### src/rtl/instr_encode_loader_pkg.sv
// Shared encoding for the instruction encoder/decoder pair: field widths, field
// positions, opcode constants and the opcode -> format-class map.
package instr_encode_loader_pkg;

   localparam int INSTRUCTION_WIDTH = 33;
   localparam int WIDTH_OPCODE      = 5;
   localparam int REGFILE_ADDR_BITS = 4;
   localparam int IMMEDIATE_WIDTH   = 16;
   localparam int IMEM_ADDR_BITS    = 8;

   localparam int OPCODE_LSB = 28;
   localparam int DEST_LSB   = 24;
   localparam int SRC1_LSB   = 20;
   localparam int SRC2_LSB   = 16;
   localparam int IMM_LSB    = 0;

   localparam logic [WIDTH_OPCODE-1:0] INSTR_NOP  = 5'h00;
   localparam logic [WIDTH_OPCODE-1:0] INSTR_MOVE = 5'h01;
   localparam logic [WIDTH_OPCODE-1:0] INSTR_LI   = 5'h02;
   localparam logic [WIDTH_OPCODE-1:0] INSTR_LR   = 5'h03;
   localparam logic [WIDTH_OPCODE-1:0] INSTR_SR   = 5'h04;
   localparam logic [WIDTH_OPCODE-1:0] INSTR_ADD  = 5'h05;
   localparam logic [WIDTH_OPCODE-1:0] INSTR_ADDI = 5'h06;
   localparam logic [WIDTH_OPCODE-1:0] INSTR_SUB  = 5'h07;
   localparam logic [WIDTH_OPCODE-1:0] INSTR_AND  = 5'h08;
   localparam logic [WIDTH_OPCODE-1:0] INSTR_OR   = 5'h09;
   localparam logic [WIDTH_OPCODE-1:0] INSTR_NOT  = 5'h0A;
   localparam logic [WIDTH_OPCODE-1:0] INSTR_SHL  = 5'h0B;
   localparam logic [WIDTH_OPCODE-1:0] INSTR_SHR  = 5'h0C;
   localparam logic [WIDTH_OPCODE-1:0] INSTR_BE   = 5'h0D;
   localparam logic [WIDTH_OPCODE-1:0] INSTR_BNE  = 5'h0E;
   localparam logic [WIDTH_OPCODE-1:0] INSTR_CMP  = 5'h0F;

   typedef enum logic [2:0] {
      FMT_NOP, FMT_R3, FMT_RI, FMT_LI, FMT_R2, FMT_CMP, FMT_ILLEGAL
   } fmt_t;

   typedef enum logic [1:0] {ST_IDLE, ST_LOAD, ST_FULL} load_state_t;

   function automatic fmt_t fmt_of(input logic [WIDTH_OPCODE-1:0] op);
      fmt_t f;
      case (op)
         INSTR_NOP:                                   f = FMT_NOP;
         INSTR_ADD, INSTR_SUB, INSTR_AND, INSTR_OR:   f = FMT_R3;
         INSTR_LR, INSTR_SR, INSTR_ADDI, INSTR_SHL,
         INSTR_SHR, INSTR_BE, INSTR_BNE:              f = FMT_RI;
         INSTR_LI:                                    f = FMT_LI;
         INSTR_MOVE, INSTR_NOT:                       f = FMT_R2;
         INSTR_CMP:                                   f = FMT_CMP;
         default:                                     f = FMT_ILLEGAL;
      endcase
      return f;
   endfunction

endpackage

### src/rtl/instr_encode_loader_pack.sv
// Combinational packer: classifies the opcode and places only the fields that
// its format uses into the machine word; everything else is forced to zero.
module instr_pack
   import instr_encode_loader_pkg::*;
(
   input  logic [WIDTH_OPCODE-1:0]      opcode,
   input  logic [REGFILE_ADDR_BITS-1:0] dest,
   input  logic [REGFILE_ADDR_BITS-1:0] src1,
   input  logic [REGFILE_ADDR_BITS-1:0] src2,
   input  logic [IMMEDIATE_WIDTH-1:0]   imm,
   output logic [INSTRUCTION_WIDTH-1:0] word,
   output logic                         legal
);

   fmt_t fmt;
   logic use_dest, use_src1, use_src2, use_imm;

   always_comb begin
      fmt      = fmt_of(opcode);
      use_dest = 1'b0;
      use_src1 = 1'b0;
      use_src2 = 1'b0;
      use_imm  = 1'b0;
      case (fmt)
         FMT_R3:  begin use_dest = 1'b1; use_src1 = 1'b1; use_src2 = 1'b1; end
         FMT_RI:  begin use_dest = 1'b1; use_src1 = 1'b1; use_imm  = 1'b1; end
         FMT_LI:  begin use_dest = 1'b1; use_imm  = 1'b1; end
         FMT_R2:  begin use_dest = 1'b1; use_src1 = 1'b1; end
         FMT_CMP: begin use_src1 = 1'b1; use_src2 = 1'b1; end
         default: ;
      endcase

      word = '0;
      word[OPCODE_LSB +: WIDTH_OPCODE] = opcode;
      if (use_dest) word[DEST_LSB +: REGFILE_ADDR_BITS] = dest;
      if (use_src1) word[SRC1_LSB +: REGFILE_ADDR_BITS] = src1;
      if (use_src2) word[SRC2_LSB +: REGFILE_ADDR_BITS] = src2;
      if (use_imm)  word[IMM_LSB  +: IMMEDIATE_WIDTH]   = imm;
      legal = (fmt != FMT_ILLEGAL);
   end

endmodule

### src/rtl/instr_encode_loader.sv
// Program loader: accepts instruction fields, packs them and writes them to
// consecutive instruction-memory addresses. INSTR_LOADER_CHECKSUM_EN adds a running XOR output.
module instr_encode_loader
   import instr_encode_loader_pkg::*;
(
   input  logic                         clk,
   input  logic                         rst_n,
   input  logic                         start,
   input  logic [IMEM_ADDR_BITS-1:0]    base_addr,
   input  logic                         finish,
   input  logic                         in_valid,
   output logic                         in_ready,
   input  logic [WIDTH_OPCODE-1:0]      in_opcode,
   input  logic [REGFILE_ADDR_BITS-1:0] in_dest,
   input  logic [REGFILE_ADDR_BITS-1:0] in_src1,
   input  logic [REGFILE_ADDR_BITS-1:0] in_src2,
   input  logic [IMMEDIATE_WIDTH-1:0]   in_imm,
   output logic                         mem_we,
   output logic [IMEM_ADDR_BITS-1:0]    mem_addr,
   output logic [INSTRUCTION_WIDTH-1:0] mem_wdata,
   output logic [IMEM_ADDR_BITS:0]      word_count,
   output logic                         busy,
   output logic                         full,
   output logic                         err_illegal
`ifdef INSTR_LOADER_CHECKSUM_EN
   ,
   output logic [INSTRUCTION_WIDTH-1:0] checksum
`endif
);

   localparam logic [IMEM_ADDR_BITS-1:0] TOP_ADDR  = '1;
   localparam logic [IMEM_ADDR_BITS:0]   COUNT_ONE = {{IMEM_ADDR_BITS{1'b0}}, 1'b1};

   load_state_t                  state_reg, state_next;
   logic [IMEM_ADDR_BITS-1:0]    addr_reg, mem_addr_reg, wr_addr;
   logic [IMEM_ADDR_BITS:0]      count_reg;
   logic                         mem_we_reg, full_reg, err_reg;
   logic [INSTRUCTION_WIDTH-1:0] mem_wdata_reg, pack_word;
   logic                         pack_legal, top_pending, xfer;

   instr_pack u_pack (
      .opcode (in_opcode),
      .dest   (in_dest),
      .src1   (in_src1),
      .src2   (in_src2),
      .imm    (in_imm),
      .word   (pack_word),
      .legal  (pack_legal)
   );

   // A write to the top address in flight means the next word has nowhere to go.
   assign top_pending = mem_we_reg && (mem_addr_reg == TOP_ADDR);
   // Restart also blocks acceptance so a word can never land at a stale address.
   assign in_ready    = (state_reg == ST_LOAD) && !finish && !start && !top_pending;
   assign xfer        = in_valid && in_ready;
   // addr_reg only catches up at the end of the write cycle, so look ahead past it.
   assign wr_addr     = mem_we_reg ? mem_addr_reg + 1'b1 : addr_reg;

   always_comb begin
      state_next = state_reg;
      case (state_reg)
         ST_IDLE: if (start) state_next = ST_LOAD;
         ST_LOAD: begin
            if (start)            state_next = ST_LOAD;
            else if (finish)      state_next = ST_IDLE;
            else if (top_pending) state_next = ST_FULL;
         end
         ST_FULL: begin
            if (start)       state_next = ST_LOAD;
            else if (finish) state_next = ST_IDLE;
         end
         default: state_next = ST_IDLE;
      endcase
   end

   always_ff @(posedge clk or negedge rst_n) begin
      if (!rst_n) state_reg <= ST_IDLE;
      else        state_reg <= state_next;
   end

   always_ff @(posedge clk or negedge rst_n) begin
      if (!rst_n) begin
         mem_we_reg    <= 1'b0;
         mem_addr_reg  <= '0;
         mem_wdata_reg <= '0;
         addr_reg      <= '0;
         count_reg     <= '0;
         full_reg      <= 1'b0;
         err_reg       <= 1'b0;
      end else begin
         mem_we_reg <= xfer && pack_legal;
         if (xfer && pack_legal) begin
            mem_addr_reg  <= wr_addr;
            mem_wdata_reg <= pack_word;
         end
         if (start) begin
            addr_reg  <= base_addr;
            count_reg <= '0;
            full_reg  <= 1'b0;
            err_reg   <= 1'b0;
         end else begin
            if (mem_we_reg) begin
               count_reg <= count_reg + COUNT_ONE;
               if (top_pending) full_reg <= 1'b1;
               else             addr_reg <= mem_addr_reg + 1'b1;
            end
            if (xfer && !pack_legal) err_reg <= 1'b1;
         end
      end
   end

`ifdef INSTR_LOADER_CHECKSUM_EN
   logic [INSTRUCTION_WIDTH-1:0] checksum_reg;

   always_ff @(posedge clk or negedge rst_n) begin
      if (!rst_n)          checksum_reg <= '0;
      else if (start)      checksum_reg <= '0;
      else if (mem_we_reg) checksum_reg <= checksum_reg ^ mem_wdata_reg;
   end

   assign checksum = checksum_reg;
`endif

   assign mem_we      = mem_we_reg;
   assign mem_addr    = mem_addr_reg;
   assign mem_wdata   = mem_wdata_reg;
   assign word_count  = count_reg;
   assign busy        = (state_reg == ST_LOAD);
   assign full        = full_reg;
   assign err_illegal = err_reg;

endmodule

### config.mk
export PLATFORM = sky130hd
export DESIGN_NAME = instr_encode_loader
export DESIGN_NICKNAME = d
export VERILOG_FILES = /design/src/rtl/instr_encode_loader_pkg.sv /design/src/rtl/instr_encode_loader_pack.sv /design/src/rtl/instr_encode_loader.sv
export SDC_FILE = /design/constraint.sdc
export NUM_CORES = 1
export LEC_CHECK = 0
export CAP_MARGIN = 20
export CORE_MARGIN = 8
export CORE_UTILIZATION = 50
export CTS_BUF_LIST = sky130_fd_sc_hd__clkbuf_2 sky130_fd_sc_hd__clkbuf_4 sky130_fd_sc_hd__clkbuf_8
export DETAILED_ROUTE_END_ITERATION = 6
export GPL_TIMING_DRIVEN = 0
export MAX_ROUTING_LAYER = met4
export PLACE_DENSITY = 0.88
export SYNTH_ARGS = -nofsm -noshare
export SYNTH_HDL_FRONTEND = slang
export SYNTH_SLANG_ARGS = --single-unit
### constraint.sdc
create_clock -name clk -period 3.4 [get_ports clk]
set_clock_uncertainty 0.05 [all_clocks]
set_input_delay 0.85 -clock clk [delete_from_list [all_inputs] [get_ports clk]]
set_output_delay 0.85 -clock clk [all_outputs]
set_load 0.01 [all_outputs]
==> results.toml, run 1 <==
[outcome]
status = "finished, final reports clean"

[layout]
nNetsFinal = 411
n_antenna_cell = 0
final_common_cell = "clkdlybuf4s50_1"
final_area_mm2 = 0.004189
layout_common_cells = "clkdlybuf4s50_1, dfrtp_1, a22o_1"
drive_gt1_share_pct = 11.17
layoutNonFillerInstCount = 439
largest_reg_flops = 33
n_fill_cell = 395
areaGrowthSynthToFinish_pct = 45.50

[pwr]
p_leak_nw = 1.812
p_clk_share_pct = 30.6
netSwitchingFraction_pct = 27.73
peakVddDrop_v = 0.0002896
p_int_mw = 1.574
powerDensity_mw_per_mm2 = 519.8
seqPwrFrac_pct = 43.8
p_switching_mw = 0.6038
p_comb_share_pct = 25.6

[floorplan]
dieWidth_um = 91.88
initial_core_util_pct = 51.96
die_area_mm2 = 0.008442
core_area_mm2 = 0.005540
rows = 27
io_pins = 101
dieHeight_um = 91.88

[sta]
finalHoldViolCount = 0
rsz0062_at_grt = "no"
max_freq_ghz = 0.3032
finalSetupViolations = 0
drv_slew = 0
holdWs_ps = 443.7
period_share_pct = 97.02
min_period_ps = 3299
max_slew_margin_pct = 52.27
worst_pin_slew_ps = 715.9

[cts]
cts_buffers = 9
cts_setup_buffers = 0
cts_root_buf = "clkbuf_8"
clock-sinks = 63
clk_pin_slew_ps = 70
htreeDepth = 3
clock_latency_ps = 340
cts-hold-fix-buffers = 0
cts_tree = "yes"
cts_buffer_depth = 2

[detailed_routing]
drc = 0
met2_length_um = 3770
dr_total_vias = 2400
routed.top_layer = "met4"
dr.pass1.iters = 4
wirelength_um = 7728
drtIter0Drc = 112
drtAntennaViolNets = 0
detail_route.wl_per_cell_um = 17.60
routed_via_density = 5.467
wl_met3_um = 477
wl_met1_um = 3372

[placement]
dp.cells = 424
gp_congestion = 0.8640
place_area_mm2 = 0.003985
dp_hpwl_um = 5739
portBuffers = 100

[grt]
grt_use_total_pct = 19.59
grt_pass1_vias = 2608
grt_antenna_before_repair = 0
grt_start_max_net_pins = 34
grt_pass1_wl_um = 12920
overflow = 0

[setup_path]
startpoint_type = "input port"
critPathKind = "in -> out"
worstPathArrival_ps = 2400
crit_required_ps = 2500
crit_path_end_kind = "output pin"
critPathMaxFanout = 4

[logic_synthesis]
async_flop_share_pct = 100.0
netlist_instances = 251
ys_seq_area_share_pct = 54.76
yosys_warnings = 0
ys_ff_latch = 63
syn_area_mm2 = 0.002879
ys.flop_type = "dfrtp_1"
syn_nets = 299
ys_types = 51
avgSynthCellArea_um2 = 11.47
synth_edf_count = 0

[job]
maxCapViolCount = 0

[worst_hold_path]
hp-class = "reg -> reg"
## cell usage after synthesis, drive strengths merged (3+ instances only)
library cell / number / area (µm²)
buf: 8 / 56.29
inv: 3 / 11.26
a2bb2oi: 6 / 52.55
xor2: 5 / 43.79
nor2b: 3 / 18.77
dfrtp: 63 / 1577
o22ai: 3 / 18.77
xnor2: 5 / 43.79
mux2i: 6 / 60.06
nand4: 6 / 58.80
mux2: 6 / 67.56
a21oi: 11 / 58.81
a22o: 24 / 210.2
nand3: 6 / 35.03
o21ai: 16 / 83.83
clkbuf: 6 / 23.77
nand2b: 3 / 18.77
and3: 4 / 25.02
or3: 3 / 18.77
nor2: 15 / 56.30
nand2: 23 / 86.33
## timing repair
action                     in CTS  in global routing
gates resized for setup         0                  1
hold endpoints to repair        0                  0
setup endpoints to repair       0                  1
## per-stage QoR
step | util (%) | setup WS, ps | power, mW | setup TNS, ps
after floorplan | - | 1162 | 1.187 | 0
after global placement | 71.66 | -522.1 | 1.505 | -32740
after detailed placement | 71.93 | 6.672 | 1.524 | 0
after CTS | 75.56 | 5.830 | 2.188 | 0
after global routing | 75.61 | 39.91 | 2.279 | 0
final | 75.61 | 101.3 | 2.178 | 0
## cell families after synthesis
| logic type | share of synthesized area (%) |
|---|---|
| muxes | 4.433 |
| xor gates and xnor gates | 3.042 |
| buffers and inverters | 3.172 |
| adders and majority gates | 0.8690 |
| DFF | 54.76 |
| AOI/OAI and AO/OA | 19.64 |
| and+or+nand+nor | 14.08 |
## cell type report
| class | count | area (µm²) | share of cell area [%] |
|---|---|---|---|
| clock buffer | 12 | 158.9 | 3.793 |
| inverter | 3 | 11.26 | 0.2688 |
| multi-input combinational | 171 | 1214 | 28.97 |
| tap | 72 | 90.09 | 2.151 |
| timing repair buffer | 101 | 1016 | 24.25 |
| buffer | 14 | 80.08 | 1.912 |
| clock inverter | 3 | 42.54 | 1.016 |
| sequential | 63 | 1577 | 37.63 |
## power groups by stage
stage / Sequential [mW] / Combinational [mW] / Clock, mW
floorplan: 0.996 / 0.191 / 0
global route: 0.971 / 0.600 / 0.708
global placement: 0.959 / 0.547 / 0
CTS: 0.952 / 0.566 / 0.670
finish: 0.954 / 0.557 / 0.667
detailed placement: 0.961 / 0.562 / 0
## path summary, 6_finish.rpt
path | depth (start not counted) | from | slack [ps] | to
min in group asynchronous | 1 | rst_n | 510 | mem_wdata[0]
max | 4 | start | 100 | in_ready
min | 1 | mem_wdata[32] | 440 | mem_wdata[32]
max in group asynchronous | 2 | rst_n | 2190 | mem_wdata[24]
min reg2reg | 1 | mem_wdata[32] | 440 | mem_wdata[32]
max reg2reg | 5 | mem_addr[0] | 1300 | mem_addr[7]
## critical path, stage by stage
cell and delay, ps:
clkdlybuf4s50_1 500, nor2_2 230, o211a_1 260, clkdlybuf4s50_1 560
## routing by layer
layer	vias to the layer above	track usage [%]
met4	0	7.785
met5	-	-
met2	81	30.27
met3	10	5.868
met1	1165	23.49
li1	1144	-
(Power assumes the default switching activity.)
==> run 2: changes to the inputs <==
Settings changed: CORE_UTILIZATION 50 to 48, CTS_BUF_LIST sky130_fd_sc_hd__clkbuf_2 sky130_fd_sc_hd__clkbuf_4 sky130_fd_sc_hd__clkbuf_8 to default, PLACE_DENSITY 0.88 to 0.84.
==> results.toml, run 2 (synthesis results as in run 1) <==
[worst_hold_path]
min_from = "mem_wdata[23]"
whs_path_depth = 2
hp-class = "reg -> reg"

[cts]
cts_tree = "yes"
clock-sinks = 63
htreeDepth = 3
clock_latency_ps = 350
cts_buffers = 9
cts_buffer_depth = 2
clk_pin_slew_ps = 70
cts_root_buf = "clkbuf_8"

[pwr]
peakVddDrop_v = 0.0003418
netSwitchingFraction_pct = 29.25
p_switching_mw = 0.6269
p_comb_share_pct = 26.2
seqPwrFrac_pct = 44.5
p_leak_nw = 1.805
finalPower_mw = 2.143
p_clk_share_pct = 29.2
p_int_mw = 1.516
powerDensity_mw_per_mm2 = 511.4

[setup_path]
critPathMaxFanout = 4
startpoint_type = "input port"
reg2regPathDepth = 5
worstPathArrival_ps = 2400
rrSetupSlack_ps = 1300
crit_path_end_kind = "output pin"
r2r-start = "mem_addr[0]"
crit_required_ps = 2500
critPathKind = "in -> out"
crit_top_cell = "clkdlybuf4s50_1"
cp-startpoint = "start"
critPathMaxStageDelay_ps = 610
crit_chain = "clkdlybuf4s50_1 > nor2_4 > o211a_1 > clkdlybuf4s50_1"
cpMaxStageDelayCell = "clkdlybuf4s50_1"

[sta]
setup_tns_ps = 0
rsz0062_at_grt = "no"
period_share_pct = 97.21
finalSetupViolations = 0
worst_pin_slew_ps = 653.9
setup_slack_ps = 95.03
max_freq_ghz = 0.3026
drv_slew = 0
max_slew_margin_pct = 56.41
min_period_ps = 3305
finalHoldViolCount = 0

[placement]
place_area_mm2 = 0.003989
dp_hpwl_um = 6066
portBuffers = 100
place_ws_ps = -30.70
dp.cells = 427
gp_congestion = 0.7981

[detailed_routing]
wl_met3_um = 655
routed.top_layer = "met4"
detail_route.wl_per_cell_um = 18.63
drtIter0Drc = 56
met2_length_um = 3969
drtAntennaViolNets = 0
wirelength_um = 8255
drc = 0
routed_via_density = 5.567
dr_total_vias = 2466
dr.pass1.iters = 4
wl_met1_um = 3479

[grt]
grt_antenna_before_repair = 0
grt_use_total_pct = 19.97
overflow = 0
grt_pass1_vias = 2724
grt_pass1_wl_um = 13260
grt_start_max_net_pins = 37

[floorplan]
io_pins = 101
dieHeight_um = 93.45
rows = 28
core_area_mm2 = 0.005851
dieWidth_um = 93.45
initial_core_util_pct = 49.21
die_area_mm2 = 0.008732

[layout]
final_common_cell = "clkdlybuf4s50_1"
drive_gt1_share_pct = 11.41
areaGrowthSynthToFinish_pct = 45.55
n_antenna_cell = 0
layout_common_cells = "clkdlybuf4s50_1, dfrtp_1, a22o_1"
largest_reg_flops = 33
layoutNonFillerInstCount = 443
final_area_mm2 = 0.004190
nNetsFinal = 411

[outcome]
status = "finished, final reports clean"

[job]
maxCapViolCount = 0
run 2: routing by layer:
layer  track usage, %  vias to the layer above
li1                 -                     1142
met1            23.35                     1215
met2            30.32                       93
met3            8.413                       16
met4            6.577                        0
met5                -                        -
run 2: what timing repair did:
| item | 4_1_cts | 5_1_grt |
|---|---|---|
| endpoints found under the setup margin | 1 | 1 |
| hold buffers | 0 | 0 |
| resized for setup | 1 | 1 |
| setup buffers | 0 | 0 |
run 2: cell type report:
class                           instances  area, µm²
Timing Repair Buffer                  101       1016
Buffer                                 14      80.08
Multi-Input combinational cell        171       1219
Fill cell                             436       1660
Clock inverter                          4      28.78
Tap cell                               75      93.84
Inverter                                3      11.26
Clock buffer                           12      165.2
Sequential cell                        63       1577
run 2: critical path: cells and delay by family:
kind                   cells  cell delay (ps)
buffers and inverters      2             1110
AO/OA/AOI/OAI              1              250
AND/OR/NAND/NOR            1              190
run 2: power by group through the flow:
stage               Combinational (mW)  Sequential [mW]  Clock [mW]
floorplan                        0.191            0.996           0
global placement                 0.549            0.959           0
detailed placement               0.566            0.962           0
CTS                              0.570            0.952       0.635
global route                     0.605            0.969       0.675
finish                           0.562            0.954       0.626
run 2: worst paths after layout:
path	to
worst max-delay path	in_ready
worst min-delay path	mem_wdata[23]
worst max register to register	mem_addr[7]
worst min register to register	mem_wdata[23]
max in group asynchronous	mem_addr[5]
min in group asynchronous	mem_wdata[32]
run 2: per-stage QoR:
step / util, % / hold WS [ps]
after global routing: 71.62 / 469.2
after detailed placement: 68.18 / 427.5
after CTS: 71.54 / 446.7
after global placement: 67.92 / 414.0
after floorplan: - / 458.3
final: 71.62 / 441.6
